[src/rtl/cell_row_loader.sv]
// cell_row_loader
//   Avalon-MM slave that loads the 4-bit LUT configuration of one logic-cell
//   row. The host writes START, then SLOTS words to DATA. Each word is placed
//   into its slot of set_ram and followed by a one-cycle we_ram strobe for
//   that slot.
//
// Register map (avs_address):
//   0 CTRL   write: bit0 START (restart the load at slot 0), bit1 CLR (clear done/err)
//            read : 0
//   1 STATUS read : {ptr at [8+:PTR_W], err[2], done[1], busy[0]}
//   2 DATA   write: next slot word; read: word at the current slot pointer
//   3 reserved (writes ignored, reads 0)
//
// Ports:
//   clk, rst          clock, synchronous active-high reset
//   avs_*             Avalon-MM slave; readdata is registered, latency 1
//   avs_waitrequest   high during the strobe cycle only
//   we_ram            one-hot per-slot write enable to the row
//   set_ram           row set data, held between loads
//   busy, done        load in progress / all slots written (sticky)
module cell_row_loader #(
   parameter int DIMX       = 64,
   parameter int PORT_WIDTH = 32,
   parameter int SLOTS      = DIMX * 4 / PORT_WIDTH,
   parameter int PTR_W      = (SLOTS > 1) ? $clog2(SLOTS) : 1
) (
   input  logic                  clk,
   input  logic                  rst,
   input  logic [1:0]            avs_address,
   input  logic                  avs_write,
   input  logic [PORT_WIDTH-1:0] avs_writedata,
   input  logic                  avs_read,
   output logic [PORT_WIDTH-1:0] avs_readdata,
   output logic                  avs_waitrequest,
   output logic [SLOTS-1:0]      we_ram,
   output logic [DIMX*4-1:0]     set_ram,
   output logic                  busy,
   output logic                  done
);

   typedef enum logic [1:0] {
      IDLE,
      LOAD,
      STROBE
   } state_t;

   state_t state, state_nxt;

   logic [PTR_W-1:0]      ptr;
   logic                  err;

   logic                  wr_ctrl, wr_data;
   logic                  start, clr;
   logic                  load_slot;   // DATA word captured this edge
   logic                  strobe_end;  // strobe cycle finishing this edge
   logic                  data_err;    // DATA write with no load running
   logic                  last_slot;

   logic [SLOTS-1:0]      ptr_onehot;
   logic [PORT_WIDTH-1:0] slot_word;
   logic [PORT_WIDTH-1:0] status_word;

   assign wr_ctrl   = avs_write && (avs_address == 2'd0);
   assign wr_data   = avs_write && (avs_address == 2'd2);
   assign start     = wr_ctrl && avs_writedata[0];
   assign clr       = wr_ctrl && avs_writedata[1];
   assign last_slot = (ptr == PTR_W'(SLOTS - 1));

   assign avs_waitrequest = (state == STROBE);
   assign busy            = (state != IDLE);

   // State register
   always_ff @(posedge clk) begin
      if (rst) begin
         state <= IDLE;
      end else begin
         state <= state_nxt;
      end
   end

   // Next state and per-cycle control strobes
   always_comb begin
      state_nxt  = state;
      load_slot  = 1'b0;
      strobe_end = 1'b0;
      data_err   = 1'b0;
      case (state)
         IDLE: begin
            if (start) begin
               state_nxt = LOAD;
            end else if (wr_data) begin
               data_err = 1'b1;
            end
         end
         LOAD: begin
            if (start) begin
               state_nxt = LOAD;
            end else if (wr_data) begin
               load_slot = 1'b1;
               state_nxt = STROBE;
            end
         end
         STROBE: begin
            // DATA writes are stalled here; START still restarts the load
            // once the strobe already on we_ram completes.
            strobe_end = 1'b1;
            if (start) begin
               state_nxt = LOAD;
            end else if (last_slot) begin
               state_nxt = IDLE;
            end else begin
               state_nxt = LOAD;
            end
         end
         default: state_nxt = IDLE;
      endcase
   end

   // Slot decode of the pointer: one-hot enable and the addressed word
   always_comb begin
      ptr_onehot = '0;
      slot_word  = '0;
      for (int unsigned k = 0; k < SLOTS; k++) begin
         if (ptr == PTR_W'(k)) begin
            ptr_onehot[k] = 1'b1;
            slot_word     = set_ram[k*PORT_WIDTH +: PORT_WIDTH];
         end
      end
   end

   always_comb begin
      status_word             = '0;
      status_word[0]          = busy;
      status_word[1]          = done;
      status_word[2]          = err;
      status_word[8 +: PTR_W] = ptr;
   end

   // Datapath: slot data, strobe, pointer and status flags
   always_ff @(posedge clk) begin
      if (rst) begin
         we_ram  <= '0;
         set_ram <= '0;
         ptr     <= '0;
         err     <= 1'b0;
         done    <= 1'b0;
      end else begin
         // Registered strobe: high for exactly the STROBE cycle
         we_ram <= load_slot ? ptr_onehot : '0;

         if (load_slot) begin
            for (int unsigned k = 0; k < SLOTS; k++) begin
               if (ptr == PTR_W'(k)) begin
                  set_ram[k*PORT_WIDTH +: PORT_WIDTH] <= avs_writedata;
               end
            end
         end

         if (start) begin
            ptr  <= '0;
            done <= 1'b0;
            err  <= 1'b0;
         end else begin
            if (clr) begin
               done <= 1'b0;
               err  <= 1'b0;
            end
            if (data_err) begin
               err <= 1'b1;
            end
            if (strobe_end) begin
               if (last_slot) begin
                  ptr  <= '0;
                  done <= 1'b1;
               end else begin
                  ptr <= ptr + PTR_W'(1);
               end
            end
         end
      end
   end

   // Read port: a simultaneous write wins and readdata holds its value
   always_ff @(posedge clk) begin
      if (rst) begin
         avs_readdata <= '0;
      end else if (avs_read && !avs_write) begin
         case (avs_address)
            2'd1:    avs_readdata <= status_word;
            2'd2:    avs_readdata <= slot_word;
            default: avs_readdata <= '0;
         endcase
      end
   end

endmodule
[config.mk]
export PLATFORM = sky130hd
export DESIGN_NAME = cell_row_loader
export DESIGN_NICKNAME = d
export VERILOG_FILES = /design/src/rtl/cell_row_loader.sv
export SDC_FILE = /design/constraint.sdc
export NUM_CORES = 1
export LEC_CHECK = 0
export CAP_MARGIN = 20
export CORE_ASPECT_RATIO = 1.1
export CORE_MARGIN = 10
export CORE_UTILIZATION = 42
export CTS_BUF_LIST = sky130_fd_sc_hd__clkbuf_2 sky130_fd_sc_hd__clkbuf_4 sky130_fd_sc_hd__clkbuf_8
export CTS_CLUSTER_SIZE = 12
export DETAILED_ROUTE_END_ITERATION = 8
export PLACE_DENSITY = 0.7
export SETUP_SLACK_MARGIN = 0.5
export SYNTH_ARGS = -nofsm -noshare
export SYNTH_HDL_FRONTEND = slang
export SYNTH_SLANG_ARGS = --single-unit
[constraint.sdc]
create_clock -name clk -period 6.7 [get_ports clk]
set_input_delay 2.01 -clock clk [delete_from_list [all_inputs] [get_ports clk]]
set_output_delay 2.01 -clock clk [all_outputs]
set_load 0.03 [all_outputs]
==> run metrics <==
outcome completed; # H-tree levels 2; number of unique standard cell types used by synthesis 48; area growth from synthesis to layout 33.85%; flip-flop and latch count after synthesis 303; min Tclk post-route 4.312 ns; setup skew after layout 0.01820 ns; number of global-route vias before repair 13101; Final Cycle Share 0.6435; height of the die 210.7 um; hold buffer count at cts 0; worst setup path class input port to flop; Req. time, crit path 7.21 ns; fmax 231.9 MHz; number of max-capacitance violations reported 0; data arrival time at the worst-slack endpoint 4.82 ns; total inserted antenna cells 0; DR iter-0 viols 1149; kind of cell with the highest combined delay on the critical path buffers and inverters; prevailing post-synth register cell dfxtp_1; cts bufs inserted 52; leakage 7.225 nW; power density relative to cell area 199.0 nW/um^2; I/O pin total 337; Mapped Avg Cell Area 8.690 um^2; clock-pin slew on the worst setup and hold paths 0.06 ns; setup violators final 0; Final Slew Violations 0; class of the tightest hold or removal check flop to flop; detail-routed net length per standard cell 22.60 um; TritonCTS clock tree built; maximum clock path buffer count 3; Starting Density 0.4275; Final HPWL DP 34890 um; wire length of the first global-routing pass 79740 um; layout cells sized above 1 0.07120; count of flip-flops with a built-in enable after synthesis 0; startpoint kind of the worst setup timing path input port; average vias per placed instance 5.668; worst reg2reg setup slack 3.62 ns; area of the mapped netlist 13880 um^2; post-detailed-route DRC marker count 0; fin area 18580 um^2; number of resized instances in the post-cts repair step 0; largest net degree at the start of global routing 160; total length of routed wires 52790 um; master of the slowest instance on the critical path nand4b_1; Cell Rows 69; TritonRoute pass-1 iters 5; remaining antenna violation count after routing 0; worst path buffer plus inverter count 3; Critical Path Max Stage Delay 0.76 ns; clock latency of the later-clocked register in the worst-skew pair 0.60 ns; synthesized instance count 1597; count of nets after finishing 1918; die outline width 193.3 um; via count of the routed design 13241; Peak VDD IR 156.1 uV; number of warning messages in the yosys log 0; instance area at placement 17470 um^2; worst-path maximum fanout 15; Total GRT Usage 0.2433; post-CTS setup-driven buffer insertion count 0; share of synthesized flip-flops with an asynchronous set or reset 0; sum of negative setup slack 0 ns; cell breakdown of the critical path clkdlybuf4s50_1 > inv_1 > ha_1 > nand4b_1 > buf_4 > nor2_1 > o21ai_0 > o21ai_0; initial antenna violation count 0; overflow left after global routing 0; routability-driven placement congestion ratio 0.8688; transition time at the pin with the least slew margin 1.146 ns; count of input and output buffers 336; Final Hold Vio Count 0; cell repeated most along the worst path o21ai_0; normalized max-slew margin 0.2342; full die area 40720 um^2; clock sinks 303; Clk Tree Root Cell clkbuf_8; core footprint 32460 um^2; unrepaired setup endpoints after global routing false; total nets after synthesis 1644; sequential element share of the synthesized area 0.4371; Setup crit end kind flop; number of filler cells placed in the layout 2910
==> final timing paths <==
kind,from,endpoint,depth (start not counted)
setup / recovery,avs_address[0],avs_readdata[10],8
hold / removal,set_ram[244],set_ram[244],2
setup reg to reg,ptr[0],set_ram[93],6
hold reg to reg,set_ram[244],set_ram[244],2
==> power breakdown <==
part	internal, W	switching (W)
sequential	0.00180	0.00000249
clock	0.000981	0.000766
combinational	0.0000565	0.0000873
==> flip-flops by register name, indices dropped and copies added (netlist names) <==
register and flops:
set_ram 256, avs_readdata 32, we_ram 8, ptr 3, err 1, done 1
state 2
==> per-layer routing <==
layer | part of all wire | vias to the layer above | track usage
met1 | 0.40 | 6416 | 0.2825
met4 | 0.037 | 0 | 0.1100
li1 | - | 6071 | -
met5 | 0 | - | 0
met2 | 0.48 | 631 | 0.4129
met3 | 0.084 | 123 | 0.06460
==> layout by cell type, fill, tap and decap left out, drive strengths merged, types with 3 or more instances in the layout <==
master / instances
a22oi: 31
nand3: 36
o311a: 25
a21o: 25
inv: 35
clkinv: 5
nor2b: 71
ha: 9
nand4: 3
a32oi: 6
and2: 5
clkbuf: 87
nor3: 28
a221oi: 50
dfxtp: 303
a211oi: 3
nand2b: 194
a21oi: 112
or2: 3
o211ai: 6
nor2: 44
nor4: 3
buf: 20
nand2: 208
clkdlybuf4s50: 335
o21ai: 85
mux2i: 161
==> logic make-up after synthesis <==
logic type	Yosys count	synth area share
adder cells (fa/ha/maj)	9	0.008114
buffers and inverters	171	0.04950
AND/OR/NAND/NOR	603	0.2248
flip-flops	303	0.4371
multiplexers	162	0.1169
AO/OA/AOI/OAI	349	0.1635
==> cells in the mapped netlist (5+ instances only) <==
library cell  instances  area, um^2
ha_1                  9       112.6
a32oi_1               6       52.55
nand3_1              34       170.2
nand2_1             207       777.0
dfxtp_1             303        6066
clkbuf_1            105       394.1
nor2_1               44       165.2
a22oi_1              31       232.7
buf_1                 5       18.77
buf_2                24       120.1
mux2i_1             161        1612
a21oi_1             112       560.5
nor2b_1              71       444.2
o311a_1              25       250.2
nand2b_1            194        1214
inv_1                35       131.4
a21o_1               25       187.7
and2_1                5       31.28
nor3_1               27       135.1
a221oi_1             50       437.9
o211ai_1              6       45.04
o21ai_0              84       420.4
==> cell type report <==
class                           instances  area, um^2  share of cell area
Clock buffer                           86        1046             0.05631
Inverter                               35       131.4            0.007072
Clock inverter                          7       43.79            0.002357
Sequential cell                       303        6066              0.3265
Timing Repair Buffer                  356        3532              0.1901
Tap cell                              426       533.0             0.02869
Multi-Input combinational cell       1123        7224              0.3889
==> per-stage QoR <==
step           instances  total power, W  utilization  setup WS, ns  hold slack (ns)
2_1_floorplan       1597        0.001926            -         3.099           0.4484
3_3_place_gp        2241        0.001987       0.5378         1.864           0.4567
3_5_place_dp        2242        0.001988       0.5382         1.819           0.4618
4_1_cts             2335        0.003724       0.5718         2.446           0.4708
5_1_grt             2336        0.003813       0.5723         2.224           0.4844
6_report            2336        0.003697       0.5723         2.388           0.4735
==> worst min-delay path: cells and delay by family (launching register included) <==
kind | cells | cell delay, ns
AND/OR/NAND/NOR | 1 | 0.05
flip-flops | 1 | 0.32
AO/OA/AOI/OAI | 1 | 0.05
No activity file was read; power rests on OpenSTA's default activity.
